==> config.mk <==
export PLATFORM = sky130hd
export DESIGN_NAME = hdlc_rx_frame_ctrl
export DESIGN_NICKNAME = d
export VERILOG_FILES = /design/src/rtl/hdlc_rx_frame_ctrl.sv
export SDC_FILE = /design/constraint.sdc
export NUM_CORES = 1
export LEC_CHECK = 0
export ABC_AREA = 1
export CORE_AREA = 2 2 110 86
export CTS_BUF_LIST = sky130_fd_sc_hd__clkbuf_16
export CTS_CLUSTER_DIAMETER = 200
export DETAILED_ROUTE_END_ITERATION = 6
export DIE_AREA = 0 0 112 88
export DONT_BUFFER_PORTS = 1
export GPL_TIMING_DRIVEN = 1
export PLACE_DENSITY = 0.41
export SLEW_MARGIN = 20
export SYNTH_ARGS = -nofsm -noshare
export SYNTH_HDL_FRONTEND = slang
export SYNTH_SLANG_ARGS = --single-unit
export TNS_END_PERCENT = 5
==> constraint.sdc <==
create_clock -name Clk -period 3.35 [get_ports Clk]
set_clock_uncertainty 0.05 [all_clocks]
set_input_delay 0.335 -clock Clk [delete_from_list [all_inputs] [get_ports Clk]]
set_output_delay 0.335 -clock Clk [all_outputs]
set_load 0.01 [all_outputs]
==> src/rtl/hdlc_rx_frame_ctrl.sv <==
// HDLC receive frame controller: frames destuffed bytes into the Rx buffer.
// Optional FCS check is built when HDLC_RX_FCS_EN is defined.

module hdlc_rx_frame_ctrl #(
  parameter int MAX_BYTES = 128,
  parameter int AW        = 7,
  parameter int MIN_BYTES = 3
) (
  input  logic          Clk,
  input  logic          Rst,
  input  logic          RxEN,
  input  logic          Rx_FlagDetect,
  input  logic          Rx_AbortDetect,
  input  logic          Rx_NewByte,
  input  logic [7:0]    Rx_Data,
  input  logic          Rx_Drop,
  input  logic          Rx_RdBuff,
  output logic          Rx_ValidFrame,
  output logic          Rx_WrBuff,
  output logic [AW-1:0] Rx_WrAddr,
  output logic [7:0]    Rx_WrData,
  output logic          Rx_AbortSignal,
  output logic          Rx_Overflow,
  output logic          Rx_EoF,
  output logic          Rx_Ready,
  output logic [7:0]    Rx_FrameSize,
  output logic          Rx_FCSerr
);

  localparam int CW = AW + 1;
  localparam logic [CW-1:0] MAXC = CW'(MAX_BYTES);
  localparam logic [CW-1:0] MINC = CW'(MIN_BYTES);
  localparam logic [CW-1:0] FCSC = CW'(2);

  localparam logic [1:0] S_IDLE  = 2'd0;
  localparam logic [1:0] S_FRAME = 2'd1;
  localparam logic [1:0] S_DONE  = 2'd2;

  logic [1:0]    state_q, state_d;
  logic [CW-1:0] cnt_q, cnt_d, cnt_eff;
  logic          wr_q, wr_d;
  logic [AW-1:0] addr_q, addr_d;
  logic [7:0]    data_q, data_d;
  logic          abort_q, abort_d;
  logic          ovf_q, ovf_d;
  logic          eof_q, eof_d;
  logic [7:0]    size_q, size_d;
  logic [7:0]    rd_q, rd_d, rd_nx;

`ifdef HDLC_RX_FCS_EN
  logic [15:0] crc_q, crc_d, crc_eff;
  logic        err_q, err_d;

  function automatic logic [15:0] crc_byte(
    input logic [15:0] c,
    input logic [7:0]  d
  );
    logic [15:0] r;
    r = c;
    for (int i = 0; i < 8; i++) begin
      if (r[0] ^ d[i]) r = (r >> 1) ^ 16'h8408;
      else             r = r >> 1;
    end
    return r;
  endfunction
`endif

  // Next-state: frame tracking, byte writes, close/abort and host release
  always_comb begin
    state_d = state_q;
    cnt_d   = cnt_q;
    cnt_eff = cnt_q;
    wr_d    = 1'b0;
    addr_d  = addr_q;
    data_d  = data_q;
    abort_d = 1'b0;
    ovf_d   = ovf_q;
    eof_d   = 1'b0;
    size_d  = size_q;
    rd_d    = rd_q;
    rd_nx   = rd_q + 8'(Rx_RdBuff);
`ifdef HDLC_RX_FCS_EN
    crc_d   = crc_q;
    crc_eff = crc_q;
    err_d   = err_q;
`endif
    unique case (state_q)
      S_IDLE: begin
        if (RxEN && Rx_FlagDetect) begin
          state_d = S_FRAME;
          cnt_d   = '0;
`ifdef HDLC_RX_FCS_EN
          crc_d   = 16'hFFFF;
`endif
        end
      end
      S_FRAME: begin
        if (!RxEN) begin
          state_d = S_IDLE;
          ovf_d   = 1'b0;
        end else if (Rx_AbortDetect) begin
          state_d = S_IDLE;
          abort_d = 1'b1;
          ovf_d   = 1'b0;
        end else begin
          if (Rx_NewByte) begin
            if (cnt_q < MAXC) begin
              wr_d    = 1'b1;
              addr_d  = cnt_q[AW-1:0];
              data_d  = Rx_Data;
              cnt_eff = cnt_q + 1'b1;
`ifdef HDLC_RX_FCS_EN
              crc_eff = crc_byte(crc_q, Rx_Data);
`endif
            end else begin
              ovf_d = 1'b1;
            end
          end
          cnt_d = cnt_eff;
`ifdef HDLC_RX_FCS_EN
          crc_d = crc_eff;
`endif
          // A flag both closes this frame and opens the next one
          if (Rx_FlagDetect) begin
`ifdef HDLC_RX_FCS_EN
            crc_d = 16'hFFFF;
`endif
            if (cnt_eff == '0) begin
              cnt_d = '0;
            end else if (cnt_eff < MINC) begin
              cnt_d = '0;
            end else begin
              state_d = S_DONE;
              eof_d   = 1'b1;
              size_d  = 8'(cnt_eff - FCSC);
              rd_d    = '0;
`ifdef HDLC_RX_FCS_EN
              err_d   = (crc_eff != 16'hF0B8);
`endif
            end
          end
        end
      end
      S_DONE: begin
        rd_d = rd_nx;
        if (Rx_Drop || (rd_nx == size_q)) begin
          state_d = S_IDLE;
          ovf_d   = 1'b0;
          size_d  = '0;
          rd_d    = '0;
`ifdef HDLC_RX_FCS_EN
          err_d   = 1'b0;
`endif
        end
      end
      default: begin
        state_d = S_IDLE;
      end
    endcase
  end

  // State and output registers with synchronous reset
  always_ff @(posedge Clk) begin
    if (Rst) begin
      state_q <= S_IDLE;
      cnt_q   <= '0;
      wr_q    <= 1'b0;
      addr_q  <= '0;
      data_q  <= '0;
      abort_q <= 1'b0;
      ovf_q   <= 1'b0;
      eof_q   <= 1'b0;
      size_q  <= '0;
      rd_q    <= '0;
`ifdef HDLC_RX_FCS_EN
      crc_q   <= 16'hFFFF;
      err_q   <= 1'b0;
`endif
    end else begin
      state_q <= state_d;
      cnt_q   <= cnt_d;
      wr_q    <= wr_d;
      addr_q  <= addr_d;
      data_q  <= data_d;
      abort_q <= abort_d;
      ovf_q   <= ovf_d;
      eof_q   <= eof_d;
      size_q  <= size_d;
      rd_q    <= rd_d;
`ifdef HDLC_RX_FCS_EN
      crc_q   <= crc_d;
      err_q   <= err_d;
`endif
    end
  end

  assign Rx_ValidFrame  = (state_q == S_FRAME);
  assign Rx_Ready       = (state_q == S_DONE);
  assign Rx_WrBuff      = wr_q;
  assign Rx_WrAddr      = addr_q;
  assign Rx_WrData      = data_q;
  assign Rx_AbortSignal = abort_q;
  assign Rx_Overflow    = ovf_q;
  assign Rx_EoF         = eof_q;
  assign Rx_FrameSize   = size_q;
`ifdef HDLC_RX_FCS_EN
  assign Rx_FCSerr      = err_q;
`else
  assign Rx_FCSerr      = 1'b0;
`endif

endmodule

After elaboration in Yosys (flattened, before gate mapping)

Index checks and enable logic that the tools add are counted.

Add/sub/neg operators: 3
$lt $le $gt $ge: 2
Eq/ne operators: 15
Multiplexer cells: 43
Bitwise gates (word level): 5
Reduce and logical (&&, ||, !) cells: 15

Operator list:

| operator                                                             | count |
|---|---|
| 8-bit two-way mux                                                    | 23 |
| 8-bit one-hot mux with 2 select lines                                | 3 |
| 4-bit inequality test, second input constant                         | 5 |
| 2-bit two-way mux                                                    | 7 |
| 2-bit inequality test, second input constant                         | 6 |
| 5-bit AND reduction                                                  | 2 |
| 8-bit by 1-bit adder with 8-bit output                               | 1 |
| 8-bit by 1-bit adder with 8-bit output, second input constant        | 1 |
| 8-bit == test                                                        | 1 |
| 8-bit logical NOT                                                    | 1 |
| 8-bit by 2-bit < comparator with 1-bit output, second input constant | 1 |
| 8-bit < comparator, second input constant                            | 1 |
| 1-bit two-way mux                                                    | 8 |
| 4-bit AND reduction                                                  | 2 |
| 8-bit by 2-bit subtractor with 8-bit output, second input constant   | 1 |
| 7-bit AND reduction                                                  | 1 |
| 2-bit one-hot mux with 3 select lines                                | 1 |
| 6-bit AND reduction                                                  | 1 |
| 6-bit OR reduction                                                   | 1 |
| 1-bit inverter                                                       | 5 |
| 5-bit OR reduction                                                   | 1 |
| 2-bit nonzero test                                                   | 2 |
| 3-bit OR reduction                                                   | 1 |
| 2-bit by 1-bit == test with 1-bit output, second input constant      | 1 |
| other kinds (6)                                                      | 6 |

Register bits: 45
Input port bits: 16
Logic and storage cells: 93

Longest topological paths before layout

Gate-level depths: netlist (run 1).

Depth in word-level cells: 13
Mapped depth: 17
Depth with buffers taken out: 16

Worst setup path before layout (run 1)

Ideal clock, no wire load.

Kind: input to register
From: input port Rx_RdBuff
To: register ovf_q (netlist: Rx_Overflow)
Arrival: 1.832 ns
Data required time: 3.186 ns
Setup slack: 1.355 ns
Cell stages on the path: 13
Path buffers: 1
Cell sequence: ha_1 -> ha_1 -> xnor2_1 -> nand2_1 -> nor2_1 -> nand2_1 -> nor2_1 -> nand3_1 -> nand2_2 -> buf_6 -> nand2_1 -> a21oi_1 -> nor2_1

Word-level cells in the longest chain between the ends: 5

Ends and longest elaborated chain:

| item                                                              | RTL line | RTL |
|---|---|---|
| from (decl)                                                       | 17       | `input logic Rx_RdBuff,` |
| 8-bit by 1-bit adder with 8-bit output                            | 81       | `rd_nx = rd_q + 8'(Rx_RdBuff);` |
| 8-bit == test                                                     | 146      | `if (Rx_Drop \|\| (rd_nx == size_q)) begin` |
| 1-bit logical OR                                                  | 146      |  |
| 2-bit by 1-bit inequality test with 1-bit output (no source line) | n/a      |  |
| 4-bit AND reduction (no source line)                              | n/a      |  |
| to (signal assigned)                                              | 186      | `ovf_q <= ovf_d;` |
| to (decl)                                                         | 45       | `logic ovf_q, ovf_d;` |

Every way passes these cells.
A chain may end at the register's enable or synchronous reset.

Worst setup path after layout (run 1)

From: register rd_q[0]
To: register rd_q[0]

Word-level cells in the longest chain between the ends: 5

Ends and longest elaborated chain:

| item                                     | RTL line | RTL |
|---|---|---|
| from (decl)                              | 48       | `logic [7:0] rd_q, rd_d, rd_nx;` |
| from (signal assigned)                   | 189      | `rd_q <= rd_d;` |
| 8-bit by 1-bit adder with 8-bit output * | 81       |  |
| 8-bit == test                            | 146      |  |
| 1-bit logical OR                         | 146      |  |
| 8-bit two-way mux *                      | 146      |  |
| 8-bit one-hot mux with 2 select lines *  | 87       | `unique case (state_q)` |

Every way passes the cells marked *; elsewhere a longest branch is shown, timed or not.

==> results of run 1 <==
==> power groups by stage <==
stage	clock, W	sequential [W]	combinational, W
after global placement	0	0.000716	0.000469
after floorplan	0	0.000686	0.000391
final	0.000602	0.000700	0.000469
after global routing	0.000635	0.000712	0.000545
after detailed placement	0	0.000715	0.000469
after CTS	0.000615	0.000703	0.000470
==> cell type report <==
cell class | count | area share [%]
Sequential cell | 45 | 32.0
Clock inverter | 3 | 1.78
Tap cell | 112 | 4.97
Timing Repair Buffer | 1 | 0.266
Clock buffer | 5 | 4.44
Multi-Input combinational cell | 285 | 50.0
Inverter | 49 | 6.53
==> metrics by stage <==
stage / setup slack [ps] / util (%) / instance area, µm²
3_3_place_gp: 1030 / 30.1 / 2640
3_5_place_dp: 966 / 30.1 / 2640
6_report: 980 / 32.1 / 2820
2_1_floorplan: 1350 / - / 2560
5_1_grt: 608 / 32.1 / 2820
4_1_cts: 961 / 32.1 / 2820
==> cell usage after synthesis (3+ instances only) <==
| cell type | number | area (µm²) |
|---|---|---|
| nand2_2 | 5 | 31.3 |
| o21ai_0 | 18 | 90.1 |
| nor2_1 | 58 | 218 |
| o21ai_1 | 3 | 15.0 |
| nand2_1 | 95 | 357 |
| nor2_4 | 3 | 33.8 |
| nand3_2 | 4 | 40.0 |
| inv_2 | 4 | 15.0 |
| buf_4 | 3 | 22.5 |
| dfxtp_1 | 45 | 901 |
| nand4_1 | 5 | 31.3 |
| clkbuf_1 | 4 | 15.0 |
| nand3_1 | 41 | 205 |
| ha_1 | 7 | 87.6 |
| a21oi_1 | 29 | 145 |
| inv_1 | 43 | 161 |
==> state kept, by name, indices dropped and copies added, names as in the netlist, 2 cells and up <==
signal and count:
Rx_FrameSize 8, Rx_WrData 8, cnt_q 8, rd_q 8
Rx_WrAddr 7, state_q 2
==> logic make-up after synthesis <==
| kind of cell | count (synthesis) | synth area share, % |
|---|---|---|
| flops | 45 | 35.2 |
| simple gates | 222 | 40.1 |
| other cells | 1 | 0.146 |
| compound gates | 53 | 10.6 |
| xor+xnor | 2 | 0.684 |
| buf+inv | 59 | 9.81 |
| fa+ha+maj | 7 | 3.42 |
==> per-layer routing <==
metal	up-vias	GRT usage [%]
met5	-	0
met3	8	4.43
met4	0	5.32
met2	64	20.3
met1	1032	21.2
li1	1236	-
==> path summary, 6_finish.rpt <==
path | to | slack (ps)
max | rd_q[0]$_SDFFE_PP0P_ | 980
min | rd_q[2]$_SDFFE_PP0P_ | 50
max reg2reg | rd_q[0]$_SDFFE_PP0P_ | 980
min reg2reg | cnt_q[3]$_SDFFE_PP0P_ | 430
==> impl_metrics.yaml, run 1 <==
worst_setup_path:
  critical_path_cell_count: 15
  crit_path_top_delay_cell: "dfxtp_1"
  cp_max_fo: 12
  critPathLaunchType: "flip-flop"
  slowest_delay_ps: 330
  crit_buf_inv: 2
  crit-reg2reg-launch: "rd_q[0]$_SDFFE_PP0P_"
  critPathRequiredTime_ps: 3490
  cp-startpoint: "rd_q[0]$_SDFFE_PP0P_"
  rr_worst_depth: 15
  crit_path_end_kind: "flip-flop"
  arrival_ps: 2510
  path_common_cell: "nand2_1"
  critPathKind: "reg2reg"
  cpLargestDelayFamily: "simple AND/OR/NAND/NOR gates"
  cp_cell_sequence: "ha_1 > ha_1 > inv_1 > nand2_1 > nand2_1 > nand2_1 > nand2_1 > nor2_1 > nand2_1 > nor2_1 > nand3_1 > nand2_2 > inv_1 > nand3_1 > a21oi_1"
clock_network:
  cts.path.max_buffers: 2
  hold_buffers: 0
  clock_latency_ps: 300
  cts_made_buffers: 5
  cts_resized: 0
  root_buffer: "clkbuf_16"
  htreeDepth: 2
  path_clk_slew_ps: 70
  cts_tree: "yes"
  postCtsSetupBuffers: 0
  clock_sinks: 45
floorplanning:
  ios: 46
  initial_core_util_pct: 29.2
  core_area_um2: 8780
  die-area_um2: 9860
  rows: 30
  die_x_um: 112
  die_h_um: 88
timing:
  period_share_pct: 70.8
  rsz0062_at_grt: "no"
  slew_headroom_pct: 48.9
  tns_ps: 0
  finalHoldViolations: 0
  whs_ps: 45.3
  report.final.slew_viol_count: 0
  clock.fmax_ghz: 0.422
  tightest_slew_ps: 762
  finalCriticalPeriod_ps: 2370
  finalSetupViolCount: 0
synthesis:
  syn_avg_cell_area_um2: 6.59
  ys_seq_area_share_pct: 35.2
  yosysWarnings: 0
  synth-edff-count: 0
  synth_cell_types: 32
  ys_seq_elements: 45
  syn-num-nets: 412
  async_reset_ff_share_pct: 0
  synthFlopType: "dfxtp_1"
  netlist_area_um2: 2560
  synth_cells: 389
drt:
  wl_met3_um: 529
  met2WireLength_um: 2530
  remaining_drc_errors: 0
  ant_nets: 0
  wl_met1_um: 3610
  routedWlPerCell_um: 13.5
  wirelength_um: 6770
  via_per_inst: 4.68
  first_iter_violations: 133
  dr.pass1.iters: 4
  routed-via-count: 2340
  top_layer: "met4"
global_routing:
  grt_pass1_vias: 2169
  overflow: 0
  antenna_found_initial: 0
  grt_use_total_pct: 14.6
  grt_max_degree: 29
  grt_first_pass_wirelength_um: 11200
place:
  routabilityCongestion: 0.779
  dp_hpwl_um: 5080
  numPortBuffers: 0
  dp.cells: 492
min_path:
  min_from: "Rst"
  hold_path_class: "in2reg"
  hold_path_depth: 1
final_layout:
  nets: 410
  register_area_um2: 901
  drive_gt1_share_pct: 8.25
  area_delta_synth_final_pct: 9.96
  n_fill_cell: 962
  mostFrequentLayoutCells: "95 x nand2_1, 58 x nor2_1, 45 x dfxtp_1"
  final_common_cell: "nand2_1"
  multi_input_area_um2: 1410
  diodes: 0
  instances_no_fill: 500
pwr:
  seqPwrFrac_pct: 39.5
  powerDensity_nw_per_um2: 628
  leakage_nw: 1.21
  power.total_w: 0.00177
  p_int_w: 0.00112
  p_sw_share_pct: 36.8
  pwr-share-comb_pct: 26.5
  clkPwrFrac_pct: 34.0
  power.switching_w: 0.000651
  vdd_drop_max_mv: 0.268
flow_run:
  cap_viol_max_count: 0
run_status:
  status: "complete, no violations"
No activity file was read; power rests on OpenSTA's default activity.
==> run 2, diff against run 1 <==
==> constraint.sdc (replaced) <==
create_clock -name Clk -period 2.4 [get_ports Clk]
set_clock_uncertainty 0.05 [all_clocks]
set_input_delay 0.24 -clock Clk [delete_from_list [all_inputs] [get_ports Clk]]
set_output_delay 0.24 -clock Clk [all_outputs]
set_load 0.01 [all_outputs]
==> run 2 against run 1 <==
Net effect:
- worst setup slack worse by 730 ps
- count of clock-buffer cells in the layout stayed put
- sequential share of layout area is 0.95 points lower
- cell count is 1.2% higher
- highest routed layer unchanged
- die area stayed put
- utilization is 0.98 points higher
- routed wire length is 0.19% lower
- critical path depth stayed put
- sequential cell count stayed put
- global-route usage is 0.25 points higher
==> impl_metrics.yaml, run 2 (synthesized netlist as in run 1, its figures left out) <==
min_path:
  hold_path_class: "in2reg"
worst_setup_path:
  critical_path_cell_count: 15
  rr_worst_depth: 15
  cp-startpoint: "rd_q[0]$_SDFFE_PP0P_"
  crit-reg2reg-launch: "rd_q[0]$_SDFFE_PP0P_"
  cpLargestDelayFamily: "simple AND/OR/NAND/NOR gates"
  crit_path_end_kind: "flip-flop"
  arrival_ps: 2240
  cp_max_fo: 12
  path_common_cell: "nand2_1"
  critPathKind: "reg2reg"
  critPathRequiredTime_ps: 2490
  critPathCapture: "rd_q[5]$_SDFFE_PP0P_"
  slowest_delay_ps: 340
  r2r-end: "rd_q[5]$_SDFFE_PP0P_"
  cp_cell_sequence: "ha_2 > ha_4 > inv_1 > nand2_1 > nand2_1 > nand2_1 > nand2_1 > nor2_1 > nand2_1 > nor2_1 > nand3_1 > nand2_4 > inv_1 > nand3_1 > a21oi_1"
  crit_buf_inv: 2
  crit_path_top_delay_cell: "dfxtp_1"
  rrSetupSlack_ps: 250
  critPathLaunchType: "flip-flop"
place:
  place_ws_ps: 75.7
  routabilityCongestion: 0.802
  numPortBuffers: 0
  dp_hpwl_um: 5080
  placed_area_um2: 2680
timing:
  tns_ps: 0
  tightest_slew_ps: 754
  whs_ps: 23.5
  rsz0062_at_grt: "no"
  report.final.slew_viol_count: 0
  layout_setup_ws_ps: 254
  finalCriticalPeriod_ps: 2150
  clock.fmax_ghz: 0.466
  finalSetupViolCount: 0
  period_share_pct: 89.4
  slew_headroom_pct: 49.6
  finalHoldViolations: 0
final_layout:
  drive_gt1_share_pct: 9.90
  final_common_cell: "nand2_1"
  nets: 416
  diodes: 0
  area_delta_synth_final_pct: 13.3
  mostFrequentLayoutCells: "95 x nand2_1, 58 x nor2_1, 45 x dfxtp_1"
  final_cell_area_um2: 2900
floorplanning:
  ios: 46
  die_h_um: 88
  core_area_um2: 8780
  die-area_um2: 9860
  initial_core_util_pct: 29.2
  die_x_um: 112
  rows: 30
pwr:
  p_sw_share_pct: 34.4
  p_int_w: 0.00168
  seqPwrFrac_pct: 38.0
  power.total_w: 0.00256
  power.switching_w: 0.000878
  powerDensity_nw_per_um2: 880
  vdd_drop_max_mv: 0.473
  leakage_nw: 1.25
  pwr-share-comb_pct: 26.2
  clkPwrFrac_pct: 35.8
run_status:
  status: "complete, no violations"
clock_network:
  postCtsSetupBuffers: 0
  path_clk_slew_ps: 70
  cts.path.max_buffers: 2
  htreeDepth: 2
  root_buffer: "clkbuf_16"
  clock_sinks: 45
  cts_tree: "yes"
  clock_latency_ps: 290
  cts_made_buffers: 5
global_routing:
  overflow: 0
  grt_max_degree: 29
  antenna_found_initial: 0
  grt_first_pass_wirelength_um: 11400
  grt_use_total_pct: 14.8
  grt_pass1_vias: 2223
drt:
  dr.pass1.iters: 4
  ant_nets: 0
  first_iter_violations: 107
  routedWlPerCell_um: 13.3
  wirelength_um: 6750
  via_per_inst: 4.67
  remaining_drc_errors: 0
  routed-via-count: 2363
flow_run:
  cap_viol_max_count: 0
==> run 2: layout make-up <==
class / count / area [µm²]
fill: 992 / 5880
multi-input combinational: 285 / 1430
sequential: 45 / 901
inverter: 49 / 184
tap: 112 / 140
clock buffer: 5 / 125
clock inverter: 3 / 68.8
timing repair buffer: 7 / 55.1
==> run 2: what timing repair did <==
item,CTS,global route
endpoints found under the setup margin,0,18
hold buffers,1,0
resized for setup,0,4
endpoints found under the hold margin,17,0
==> run 2: power by group through the flow <==
| stage | registers, W | logic [W] | clock network, W |
|---|---|---|---|
| CTS | 0.000977 | 0.000671 | 0.000945 |
| finish | 0.000972 | 0.000669 | 0.000915 |
| floorplan | 0.000957 | 0.000546 | 0 |
| global placement | 0.000992 | 0.000661 | 0 |
| global route | 0.000989 | 0.000782 | 0.000988 |
| detailed placement | 0.000994 | 0.000662 | 0 |
==> run 2: how the worst min path moves through the flow <==
stage	start	endpoint	slack, ps	cells after the start
global placement	Rst	rd_q[2]$_SDFFE_PP0P_	260	1
global route	Rx_AbortDetect	Rx_AbortSignal$_SDFF_PP0_	9	2
floorplan	Rx_AbortDetect	Rx_AbortSignal$_SDFF_PP0_	320	2
detailed placement	Rst	rd_q[3]$_SDFFE_PP0P_	260	1
CTS	Rx_AbortDetect	Rx_AbortSignal$_SDFF_PP0_	10	2
finish	Rx_AbortDetect	Rx_AbortSignal$_SDFF_PP0_	20	2
==> run 2: stage by stage <==
step | instances | util (%)
after floorplan | 389 | -
after global placement | 497 | 30.5
after detailed placement | 497 | 30.5
after CTS | 506 | 32.8
after global routing | 506 | 33.1
final | 506 | 33.1
==> run 2: worst register-to-register path, cell delays in order (launching register included) <==
cell and delay, ps:
dfxtp_1 340, ha_2 250, ha_4 190, inv_1 50, nand2_1 70, nand2_1 70
nand2_1 60, nand2_1 40, nor2_1 80, nand2_1 50, nor2_1 90, nand3_1 150
nand2_4 180, inv_1 160, nand3_1 100, a21oi_1 70
==> run 2: metal layers <==
layer	part of all wire (%)	global-route usage [%]	vias to the layer above
li1	-	-	1244
met1	54	21.7	1049
met2	38	20.6	62
met3	7.4	4.64	8
met4	1.2	4.66	0
met5	0	0	-
==> run 3, diff against run 2 <==
--- a/config.mk
+++ b/config.mk
@@ -13,7 +13,7 @@
 export DIE_AREA = 0 0 112 88
 export DONT_BUFFER_PORTS = 1
 export GPL_TIMING_DRIVEN = 1
-export PLACE_DENSITY = 0.41
+export PLACE_DENSITY = 0.42
 export SLEW_MARGIN = 20
 export SYNTH_ARGS = -nofsm -noshare
 export SYNTH_HDL_FRONTEND = slang
==> constraint.sdc (replaced) <==
create_clock -name Clk -period 1.7 [get_ports Clk]
set_clock_uncertainty 0.05 [all_clocks]
set_input_delay 0.17 -clock Clk [delete_from_list [all_inputs] [get_ports Clk]]
set_output_delay 0.17 -clock Clk [all_outputs]
set_load 0.01 [all_outputs]
==> run 3 against run 2 <==
Net effect:
- the flow now finishes with violations (hold timing, setup timing)
- total power rose by 47%
- design area rose by 21%
- cell count rose by 12%
- first-iteration DRC count rose by 12%
- critical path type unchanged
- critical endpoint is now Rx_FrameSize[7]$_SDFFE_PP0P_
==> impl_metrics.yaml, run 3 (synthesized netlist as in run 1, its figures left out) <==
floorplanning:
  die_h_um: 88
  die_x_um: 112
  rows: 30
  die-area_um2: 9860
  initial_core_util_pct: 29.2
  ios: 46
  core_area_um2: 8780
place:
  numPortBuffers: 0
  dp.cells: 548
  dp_hpwl_um: 5590
  placed_area_um2: 3120
  routabilityCongestion: 0.854
clock_network:
  clock_sinks: 45
  path_clk_slew_ps: 60
  cts.path.max_buffers: 2
  cts_tree: "yes"
  htreeDepth: 2
  hold_buffers: 10
  cts_made_buffers: 5
  root_buffer: "clkbuf_16"
  clock_latency_ps: 290
global_routing:
  grt_first_pass_wirelength_um: 12400
  overflow: 0
  grt_max_degree: 28
  antenna_found_initial: 0
  grt_use_total_pct: 16.0
  grt_pass1_vias: 2493
min_path:
  hold_path_class: "in2reg"
worst_setup_path:
  crit_path_end_kind: "flip-flop"
  critPathRequiredTime_ps: 1840
  arrival_ps: 2070
  critPathKind: "reg2reg"
  critPathLaunchType: "flip-flop"
  cp_max_fo: 7
pwr:
  powerDensity_nw_per_um2: 1070
  power.switching_w: 0.00137
  power.total_w: 0.00376
  clkPwrFrac_pct: 25.8
  p_sw_share_pct: 36.5
  vdd_drop_max_mv: 0.491
  pwr-share-comb_pct: 39.0
  leakage_nw: 1.56
  p_int_w: 0.00239
  seqPwrFrac_pct: 35.2
final_layout:
  final_common_cell: "nand2_1"
  mostFrequentLayoutCells: "88 x nand2_1, 58 x buf_4, 50 x nor2_1"
  n_fill_cell: 930
  drive_gt1_share_pct: 27.8
  diodes: 0
  nets: 480
  instances_no_fill: 569
  final_cell_area_um2: 3520
  area_delta_synth_final_pct: 37.5
drt:
  remaining_drc_errors: 0
  wirelength_um: 7290
  routedWlPerCell_um: 12.8
  via_per_inst: 4.49
  first_iter_violations: 120
  ant_nets: 0
  dr.pass1.iters: 4
  routed-via-count: 2556
timing:
  layout_setup_ws_ps: -237
  period_share_pct: 114
  report.final.slew_viol_count: 0
  tns_ps: -3560
  whs_ps: -114
  clock.fmax_ghz: 0.516
  rsz0062_at_grt: "yes"
  finalCriticalPeriod_ps: 1940
  finalHoldViolations: 17
  finalSetupViolCount: 19
flow_run:
  cap_viol_max_count: 0
run_status:
  violations: "hold timing, setup timing"
  status: "complete, but fails checks"
[run 3: cell count changes in the layout (fill, tap and decap cells not counted), moves of 4 or more]
cell	previous run	this run
buf_4	6	58
dlygate4sd3_1	1	10
nor2_1	58	50
nand2_1	95	88
nand2_2	4	10
dfxtp_1	45	40
dfxtp_2	0	5
inv_1	43	39
nor2_2	2	6
nor2_4	3	7
[run 3: timing repair]
action                                  4_1_cts  5_1_grt
pin swaps                                     2       16
endpoints found under the hold margin        26       17
endpoints found under the setup margin       33       45
gates resized for setup                      14       28
buffers inserted                              0        4
[run 3: power groups by stage]
stage                     Sequential [W]  Combinational (W)  Clock, W
after floorplan                  0.00135           0.000788         0
after detailed placement         0.00134            0.00127         0
final                            0.00132            0.00147  0.000969
after global placement           0.00134            0.00127         0
after CTS                        0.00132            0.00133   0.00101
after global routing             0.00135            0.00165   0.00104
[run 3: layer usage]
| metal | vias up | part of all wire, % | wire, µm | GRT usage, % |
|---|---|---|---|---|
| met5 | - | 0 | 0 | 0 |
| met4 | 0 | 1.2 | 84 | 4.43 |
| met3 | 8 | 4.9 | 360 | 4.15 |
| met2 | 54 | 39 | 2830 | 23.3 |
| met1 | 1126 | 55 | 4020 | 23.3 |
| li1 | 1368 | - | - | - |
[run 3: final timing paths]
kind                                       startpoint                           end  slack, ps  cells past startpoint
worst max-delay path             rd_q[0]$_SDFFE_PP0P_  Rx_FrameSize[7]$_SDFFE_PP0P_       -240                     13
worst min-delay path                              Rst          rd_q[2]$_SDFFE_PP0P_       -110                      1
worst max register to register   rd_q[0]$_SDFFE_PP0P_  Rx_FrameSize[7]$_SDFFE_PP0P_       -240                     13
worst min register to register  cnt_q[3]$_SDFFE_PP0P_         cnt_q[3]$_SDFFE_PP0P_        430                      2
[run 3: layout make-up]
type	instances	area, µm²	share of cell area, %
clock inverter	2	16.3	0.462
tap	112	140	3.98
multi-input combinational	285	1560	44.2
clock buffer	5	125	3.55
sequential	45	907	25.7
timing repair buffer	71	587	16.7
inverter	49	190	5.40
[run 3: per-stage QoR]
| stage | worst slack, ps | utilization, % |
|---|---|---|
| 3_3_place_gp | -279 | 35.5 |
| 6_report | -237 | 40.1 |
| 5_1_grt | -368 | 40.1 |
| 3_5_place_dp | -310 | 35.5 |
| 2_1_floorplan | -93.6 | - |
| 4_1_cts | -220 | 38.9 |
[run 3: worst max-delay path: stages, from the launching register on]
cell	delay [ps]
dfxtp_2	330
ha_4	170
ha_4	270
xnor2_2	100
nand2_1	60
nor2_1	90
nand2_1	70
nor2_2	110
nand3_2	110
nand2_4	110
buf_12	120
nand2_8	70
a21oi_2	120
nor2_1	60
